$ cat config.mk
export PLATFORM = sky130hd
export DESIGN_NAME = pattern_scan_loader
export DESIGN_NICKNAME = d
export VERILOG_FILES = /design/src/rtl/pat_scan_pkg.sv /design/src/rtl/scan_byte_shifter.sv /design/src/rtl/pattern_scan_loader.sv
export SDC_FILE = /design/constraint.sdc
export NUM_CORES = 1
export LEC_CHECK = 0
export ABC_CLOCK_PERIOD_IN_PS = 2300
export CAP_MARGIN = 5
export CORE_ASPECT_RATIO = 1.75
export CORE_MARGIN = 2
export CORE_UTILIZATION = 49
export CTS_BUF_LIST = sky130_fd_sc_hd__clkbuf_4
export CTS_CLUSTER_SIZE = 12
export DETAILED_ROUTE_END_ITERATION = 10
export PLACE_DENSITY_LB_ADDON = 0.2
export SLEW_MARGIN = 10
export SYNTH_ARGS = -nofsm -noshare
export SYNTH_HDL_FRONTEND = slang
export SYNTH_HIERARCHICAL = 1
export SYNTH_SLANG_ARGS = --single-unit
$ cat constraint.sdc
create_clock -name i_clk -period 2.3 [get_ports i_clk]
set_clock_uncertainty 0.2 [all_clocks]
set_input_delay 0.23 -clock i_clk [delete_from_list [all_inputs] [get_ports i_clk]]
set_output_delay 0.23 -clock i_clk [all_outputs]
set_load 0.1 [all_outputs]
$ cat src/rtl/pat_scan_pkg.sv
// Shared definitions for the pattern-buffer scan loader.
//   - scan_op_e    : host command op codes (values 0 and 3 are both no-ops)
//   - scan_state_e : loader FSM states
//   - PAT_*        : default geometry of the patternbuf bank
package pat_scan_pkg;

   localparam int PAT_BUF_BYTES = 22;
   localparam int PAT_BYTE_BITS = 8;
   localparam int PAT_NO_BUFS   = 8;

   typedef enum logic [1:0] {
      SCAN_NOP  = 2'd0,
      SCAN_LOAD = 2'd1,
      SCAN_READ = 2'd2,
      SCAN_NOP3 = 2'd3
   } scan_op_e;

   typedef enum logic [2:0] {
      S_IDLE,
      S_L_WAIT,
      S_L_SHIFT,
      S_R_SHIFT,
      S_R_PUSH,
      S_DONE
   } scan_state_e;

endpackage

$ cat src/rtl/scan_byte_shifter.sv
// One-byte shift register plus bit counter used by the scan loader.
//   i_clr        : restart the bit counter (start of a command)
//   i_load       : capture i_load_data, restart bit counter
//   i_shift      : shift left one place, i_shift_in enters at the LSB
//   o_data       : current register contents
//   o_msb        : bit to be driven onto the chain next (MSB first)
//   o_last       : the current shift is the final bit of the byte
module scan_byte_shifter #(
   parameter int WIDTH = 8
) (
   input  logic             i_clk,
   input  logic             i_rst_n,
   input  logic             i_clr,
   input  logic             i_load,
   input  logic [WIDTH-1:0] i_load_data,
   input  logic             i_shift,
   input  logic             i_shift_in,
   output logic [WIDTH-1:0] o_data,
   output logic             o_msb,
   output logic             o_last
);

   localparam int CNT_W = (WIDTH > 1) ? $clog2(WIDTH) : 1;

   logic [WIDTH-1:0] r_shreg;
   logic [CNT_W-1:0] r_bit_cnt;

   assign o_data = r_shreg;
   assign o_msb  = r_shreg[WIDTH-1];
   assign o_last = (r_bit_cnt == CNT_W'(WIDTH - 1));

   always_ff @(posedge i_clk or negedge i_rst_n) begin
      if (!i_rst_n) begin
         r_shreg   <= '0;
         r_bit_cnt <= '0;
      end else if (i_load) begin
         r_shreg   <= i_load_data;
         r_bit_cnt <= '0;
      end else if (i_shift) begin
         r_shreg   <= {r_shreg[WIDTH-2:0], i_shift_in};
         // return to zero explicitly so a non-power-of-two width never wraps mid-op
         r_bit_cnt <= o_last ? '0 : r_bit_cnt + 1'b1;
      end else if (i_clr) begin
         r_bit_cnt <= '0;
      end
   end

endmodule

$ cat src/rtl/pattern_scan_loader.sv
// Serial-scan controller for the patternbuf bank.
// Host side: command (op/addr), LOAD byte stream (wr_*) and READ byte stream
// (rd_*), all valid/ready. One command runs at a time; commands offered while
// busy are simply not accepted.
// Scan side: o_ssel/o_saddr registered, o_sin muxed, i_sout from the addressed
// buffer. LOAD pushes one full image MSB-first; READ recirculates sout back
// into sin so the buffer ends up holding its original image.
module pattern_scan_loader
   import pat_scan_pkg::*;
#(
   parameter int BUFFER_SIZE  = PAT_BUF_BYTES,
   parameter int BUFFER_WIDTH = PAT_BYTE_BITS,
   parameter int NO_BUFS      = PAT_NO_BUFS
) (
   input  logic                       i_clk,
   input  logic                       i_rst_n,
   input  logic                       i_cmd_valid,
   output logic                       o_cmd_ready,
   input  logic [1:0]                 i_cmd_op,
   input  logic [$clog2(NO_BUFS)-1:0] i_cmd_addr,
   input  logic                       i_wr_valid,
   output logic                       o_wr_ready,
   input  logic [BUFFER_WIDTH-1:0]    i_wr_data,
   output logic                       o_rd_valid,
   input  logic                       i_rd_ready,
   output logic [BUFFER_WIDTH-1:0]    o_rd_data,
   output logic                       o_busy,
   output logic                       o_done,
   output logic                       o_sin,
   output logic                       o_ssel,
   output logic [$clog2(NO_BUFS)-1:0] o_saddr,
   input  logic                       i_sout
);

   localparam int BYTE_W = $clog2(BUFFER_SIZE);
   localparam int ADDR_W = $clog2(NO_BUFS);

   scan_state_e       r_state, w_next;
   logic [BYTE_W-1:0] r_byte_cnt;
   logic              r_ssel;
   logic [ADDR_W-1:0] r_saddr;

   logic w_accept, w_byte_inc, w_sh_load, w_sh_shift;
   logic w_msb, w_bit_last, w_last_byte;
   logic [BUFFER_WIDTH-1:0] w_shreg;

   scan_byte_shifter #(.WIDTH(BUFFER_WIDTH)) u_shifter (
      .i_clk       (i_clk),
      .i_rst_n     (i_rst_n),
      .i_clr       (w_accept),
      .i_load      (w_sh_load),
      .i_load_data (i_wr_data),
      .i_shift     (w_sh_shift),
      .i_shift_in  (i_sout),
      .o_data      (w_shreg),
      .o_msb       (w_msb),
      .o_last      (w_bit_last)
   );

   assign w_last_byte = (r_byte_cnt == BYTE_W'(BUFFER_SIZE - 1));

   assign o_cmd_ready = (r_state == S_IDLE);
   assign o_wr_ready  = (r_state == S_L_WAIT);
   assign o_rd_valid  = (r_state == S_R_PUSH);
   assign o_busy      = (r_state != S_IDLE);
   assign o_done      = (r_state == S_DONE);
   assign o_rd_data   = w_shreg;
   assign o_ssel      = r_ssel;
   assign o_saddr     = r_saddr;
   // READ feeds the chain's own output back in so the image survives the read
   assign o_sin       = (r_state == S_R_SHIFT) ? i_sout : w_msb;

   always_comb begin
      w_next     = r_state;
      w_accept   = 1'b0;
      w_byte_inc = 1'b0;
      w_sh_load  = 1'b0;
      w_sh_shift = 1'b0;
      unique case (r_state)
         S_IDLE: begin
            if (i_cmd_valid) begin
               w_accept = 1'b1;
               case (scan_op_e'(i_cmd_op))
                  SCAN_LOAD: w_next = S_L_WAIT;
                  SCAN_READ: w_next = S_R_SHIFT;
                  default:   w_next = S_DONE;
               endcase
            end
         end
         S_L_WAIT: begin
            if (i_wr_valid) begin
               w_sh_load = 1'b1;
               w_next    = S_L_SHIFT;
            end
         end
         S_L_SHIFT: begin
            w_sh_shift = 1'b1;
            if (w_bit_last) begin
               w_byte_inc = !w_last_byte;
               w_next     = w_last_byte ? S_DONE : S_L_WAIT;
            end
         end
         S_R_SHIFT: begin
            w_sh_shift = 1'b1;
            if (w_bit_last) w_next = S_R_PUSH;
         end
         S_R_PUSH: begin
            if (i_rd_ready) begin
               w_byte_inc = !w_last_byte;
               w_next     = w_last_byte ? S_DONE : S_R_SHIFT;
            end
         end
         S_DONE:  w_next = S_IDLE;
         default: w_next = S_IDLE;
      endcase
   end

   always_ff @(posedge i_clk or negedge i_rst_n) begin
      if (!i_rst_n) begin
         r_state    <= S_IDLE;
         r_ssel     <= 1'b0;
         r_saddr    <= '0;
         r_byte_cnt <= '0;
      end else begin
         r_state <= w_next;
         // ssel is registered from the next state so it is high exactly on shift cycles
         r_ssel  <= (w_next == S_L_SHIFT) || (w_next == S_R_SHIFT);
         if (w_accept) begin
            r_saddr    <= i_cmd_addr;
            r_byte_cnt <= '0;
         end else if (w_byte_inc) begin
            r_byte_cnt <= r_byte_cnt + 1'b1;
         end
      end
   end

endmodule
* Word-level counts from Yosys, hierarchy flattened
Index checks and enable logic that the tools add are counted.
** Storage, ports and cells
- Output and inout port bits :: 18
- Input bits :: 19
- Word-level logic and storage cells :: 53
- Register bits after elaboration :: 23
** Operators by class
- Reductions and logical operators :: 8
- Muxes and demuxes :: 26
- $add $sub $neg :: 2
- Equal/unequal tests :: 11
** Operator list (count)
- 3-bit 2-to-1 mux :: 11
- 8-bit 2-to-1 mux :: 2
- 3-bit case mux with 5 select lines :: 1
- 3-bit by 2-bit equality test with 1-bit output, second input constant :: 4
- 5-bit 2-to-1 mux :: 2
- 3-bit equality test, second input constant :: 3
- 1-bit 2-to-1 mux :: 8
- 3-bit case mux with 2 select lines :: 1
- 3-bit nonzero test :: 2
- 5-bit by 1-bit adder with 5-bit output, second input constant :: 1
- 5-bit equality test, second input constant :: 1
- 2-bit nonzero test :: 2
- 3-bit by 1-bit adder with 3-bit output, second input constant :: 1
- 3-bit by 1-bit equality test with 1-bit output, second input constant :: 1
- 3-bit zero test :: 1
- 2-bit by 1-bit equality test with 1-bit output, second input constant :: 1
- 2-bit equality test, second input constant :: 1
- 1-bit case mux with 2 select lines :: 1
- 2-bit OR reduction :: 1
- 1-bit zero test :: 1
- 1-bit logical OR :: 1

* Depth between registers and ports, before layout
- Word-level depth :: 6
- Mapped depth :: 7
- Depth with buffers taken out :: 6

* Cells and area by module
Netlist, hierarchy kept.
** Modules (own cells, without submodules)
- pattern_scan_loader :: cells each 76, sequential area each 300.3 µm², area an instance 743.2 µm², instances 1
- scan_byte_shifter :: cells each 50, sequential area each 275.3 µm², area an instance 533.0 µm², instances 1

* Worst setup path before layout
Ideal clock, no wire load.
- Path type :: reg2reg
- From :: reg r_state[0]
- To :: reg u_shifter.r_shreg[1], in the netlist u_shifter/o_data[1]
- Data arrival time :: 3.712 ns
- Setup time :: 0.078 ns
- Path buffers :: 3
- Slack :: -1.690 ns
- Cell stages (with the launch flop) :: 8
- Data required time :: 2.022 ns
- Path through :: dfrtp_1 buf_2 nor3b_1 and2_1 buf_2 buf_2 nand2_1 o21ai_1
** On the way
- Elaborated cells on any way between the ends :: 8
- Those cells by class :: eq/ne: 3; mux: 3; reduce/logical: 2
** RTL lines
- start, declared :: line pattern_scan_loader.sv:38 : scan_state_e r_state, w_next;
- start signal, assigned :: line pattern_scan_loader.sv:125 : r_state <= w_next;
- 3-bit by 1-bit equality test with 1-bit output (*)
- named net o_wr_ready :: line pattern_scan_loader.sv:22 : output logic o_wr_ready,
- 1-bit 2-to-1 mux (*) :: line pattern_scan_loader.sv:79 : unique case (r_state)
- named net w_sh_load :: line pattern_scan_loader.sv:43 : logic w_accept, w_byte_inc, w_sh_load, w_sh_shift;
- 8-bit 2-to-1 mux / 2-bit nonzero test (equally long branches)
- end signal, assigned :: line scan_byte_shifter.sv:37 : r_shreg <= i_load_data;
- end signal, assigned :: line scan_byte_shifter.sv:40 : r_shreg <= {r_shreg[WIDTH-2:0], i_shift_in};
- end, declared :: line scan_byte_shifter.sv:25 : logic [WIDTH-1:0] r_shreg;
Mark *: on every way through the listed nets, which the timed path passes. The rest lies on a longest branch.
A chain may end at the register's enable or synchronous reset.

* Final worst setup path
- From :: reg r_state[2]
- To :: out o_sin
** On the way
- Longest elaborated chain between the ends :: 2
** RTL lines
- 3-bit by 2-bit equality test with 1-bit output :: line pattern_scan_loader.sv:71 : assign o_sin = (r_state == S_R_SHIFT) ? i_sout : w_msb;
- 1-bit 2-to-1 mux :: line pattern_scan_loader.sv:71
- end, declared :: line pattern_scan_loader.sv:29 : output logic o_sin,
Every way passes these cells.

==> impl.org <==
** Clock tree
- CTS built an H-tree with a depth of 1.
- Resized cells post-CTS :: 0
- The tree built by TritonCTS fans out to 23 sinks.
- Clock tree from TritonCTS :: done
- Count of hold-fix buffers inserted at cts :: 0
- Post-CTS timing repair inserted 0 buffers for setup.
- Clock Tree Buf Depth :: 2
- After clock tree synthesis, the clock-pin slew on the worst setup and hold paths is 120 ps.
- Clock root buffer master :: clkbuf_4
- Number of CTS-inserted buffers :: 3
- Clock network latency to the later pin of the worst-skew pair :: 300 ps

** Timing
- After layout, the minimum clock period comes to 2120 ps.
- RSZ-0062 raised after global routing :: false
- Final TNS setup :: 0 ps
- At the pin with the least slew margin, the transition time is 339 ps.
- Timing would allow up to 472 MHz.
- Final Setup Violations :: 0
- In the finished design, the share of the clock period the worst path needs comes to 92.1%.
- Hold WS :: 59.3 ps
- Max-slew violation count :: 0
- The number of failing hold endpoints at the final stage came to 0.
- Headroom to the max-slew limit came out at 77.4%.

** Synth
- Of all cell types, the one taking the most synthesized area is dfrtp_1.
- In the synthesized netlist, the number of instances is 126.
- Each instance of the synthesized netlist takes up on average 10.1 um^2.
- In this run the cell area of the synthesized design comes to 1280 um^2.
- Yosys attributes the largest share of cell area to dfrtp_1 (45%), mux2i_1 (8.6%), nand2_1 (7.6%).
- For this run, the number of Yosys warnings is 6.
- After synthesis, the largest area contributor takes up 45.1% of total cell area.
- Share of synthesized flip-flops with an asynchronous set or reset :: 100%
- Counting instances in the post-synthesis netlist gives the leading cell types as nand2_1 (26), dfrtp_1 (23), mux2i_1 (11).
- Synthesis produced a netlist with a net count of 150.
- Register bit count reported by yosys :: 23
- Leading cell type by number of instances after synthesis :: nand2_1
- Number of enable-type register cells in the synthesized netlist :: 0
- Portion of the post-synthesis area used by sequential elements :: 45.1%
- Most frequently used flop master after synthesis :: dfrtp_1
- The number of different library cells used by synthesis comes to 33.

** Floorplanning
- Standard-cell rows :: 24
- The region available for standard cell placement spans 2490 um^2.
- Initial standard-cell utilization of the core :: 51.2%
- Die Height :: 71.5 um
- The die is 42.6 um wide.
- Count of boundary I/O pins :: 37
- Floorplan die area :: 3040 um^2

** Flow run
- Max-cap violations in this run came to 0.

** GRT
- Global routing consumed, on the met2 layer, 33.8% of the routing resources.
- For met1 alone, demand over resource in global routing was 24.5%.
- Entering global routing, the biggest net connects 24 pins.
- Number of global-route vias before repair :: 1,099
- For this run, the total global-route usage over all layers was measured as 19.5%.
- First-pass GRT wire length :: 4710 um
- For met3 alone, demand over resource in global routing was 2.27%.
- Initial antenna violation count :: 0
- The layer flagged by global routing as most heavily used is met2.
- Summed over all layers, the global routing overflow is 0.

** Drt
- Routed vias/inst :: 5.41
- The final route contains 1,034 vias.
- For this run, design rule violations remaining after detail routing come to 0.
- First-iteration detailed-routing DRC count :: 13
- The routed design has 2600 um of wire.
- Antenna violation net count after detailed routing :: 0
- After detailed routing, the average wire length per cell comes to 13.6 um.
- 1st-pass router iterations :: 4

** Critical path
- The critical path is of the reg2out type.
- In this run the critical register-to-register path is captured at r_byte_cnt[3]$_DFFE_PN0P_.
- The worst setup path is launched from a flop.
- Slowest cell on crit path :: dfrtp_1
- The signal on the critical path passes through and2b_2, nand2_1, mux2_2, buf_12.
- In this run the register-to-register setup slack is 500 ps.
- Arrival time reported for the critical path endpoint :: 1690 ps
- CP max stage delay :: 520 ps
- Number of cells on the worst reg-to-reg path :: 6
- Reg-to-reg critical path startpoint :: u_shifter/r_bit_cnt[0]$_DFFE_PN0P_
- The worst setup path is captured at an output pin.
- At the worst endpoint, the required time is 1870 ps.
- Highest fanout seen on the critical path :: 7
- The critical path starts at r_state[2]$_DFF_PN0_.

** Placed design
- After legalization and detailed placement, the total HPWL measured 2060 um.
- Input and output buffers added on the ports amount to 36.
- Final weighted congestion in routability-driven placement :: 0.809
- Cell Count Post-Placement :: 187

** Final layout
- Total Nets Final :: 190
- For this run, the number of standard cells in the final layout without fillers is 191.
- In the final layout, the share of cells above drive strength 1 is 25.5%.
- The repair_antennas step left the layout with diodes totalling 0.
- Area added between synthesis and finish :: 37.8%

** Status
- Run status :: complete, no violations

** Hold path
- Path class of the lowest-slack min-delay path :: in2async
how the worst max path moves through the flow:
stage	to	slack (ps)	depth (start not counted)
after floorplan	o_busy	-210	2
after global placement	r_byte_cnt[3]$_DFFE_PN0P_	510	5
after detailed placement	r_byte_cnt[3]$_DFFE_PN0P_	470	5
after CTS	o_sin	160	4
after global routing	o_sin	110	4
final	o_sin	180	4
sequential cells by signal, indices dropped and copies added, names as in the netlist:
name                 cells
u_shifter/o_data         8
r_byte_cnt               5
o_saddr                  3
r_state                  3
u_shifter/r_bit_cnt      3
o_ssel                   1
through the flow:
step	cell area, um^2	util [%]	setup slack (ps)
after global placement	1730	69.5	508
final	1760	70.6	181
after CTS	1760	70.6	163
after detailed placement	1730	69.5	473
after floorplan	1330	-	-207
after global routing	1760	70.6	113
worst max-delay path, delay by kind of cell, from the launching register on:
kind | cells | cell delay, ps
buf+inv | 1 | 170
flops | 1 | 520
mux | 1 | 360
simple gates | 2 | 340
area by class of cell:
cell class | count | area (um^2)
repair buffers | 41 | 428
multi-input cells | 91 | 672
clock inverters | 1 | 5.00
well taps | 26 | 32.5
flip-flops and latches | 23 | 577
fillers | 189 | 733
clock buffers | 3 | 22.5
inverters | 6 | 22.5
cell usage in the layout, fill, tap and decap left out, drive strengths merged:
cell type      instances
a211o                  1
and3b                  1
clkbuf                 3
dfrtp                 23
buf                   23
and2b                  1
nor3                   1
nand4b                 1
and2                   2
a21oi                  7
xnor2                  2
or3b                   4
clkinv                 1
a2bb2oi                1
mux2i                 11
and4b                  1
o211ai                 1
nor3b                  2
xor2                   1
mux2                   1
nand2                 27
nand3b                 2
o21ai                 11
clkdlybuf4s50         18
a211oi                 2
inv                    6
ha                     5
nand4                  1
nor2                   5
routing by layer:
metal  vias to the layer above  wire (um)
met5                         -          0
met4                         0         23
met3                         4        132
met2                        40       1370
met1                       486       1080
li1                        504          -
cell families (layout without fill, tap and decap cells):
family	count (synthesis)	in the layout	synth area share, %
AND/OR/NAND/NOR	48	48	22.3
AO/OA/AOI/OAI	23	23	11.2
flip-flops	23	23	45.1
multiplexers	12	12	9.51
buffers and inverters	12	51	5.00
adder cells (fa/ha/maj)	5	5	4.90
XOR/XNOR	3	3	2.06
Power is left out: the tool's default activity adds up to more than one toggle a clock period on the data nets, which glitch-free logic cannot reach.
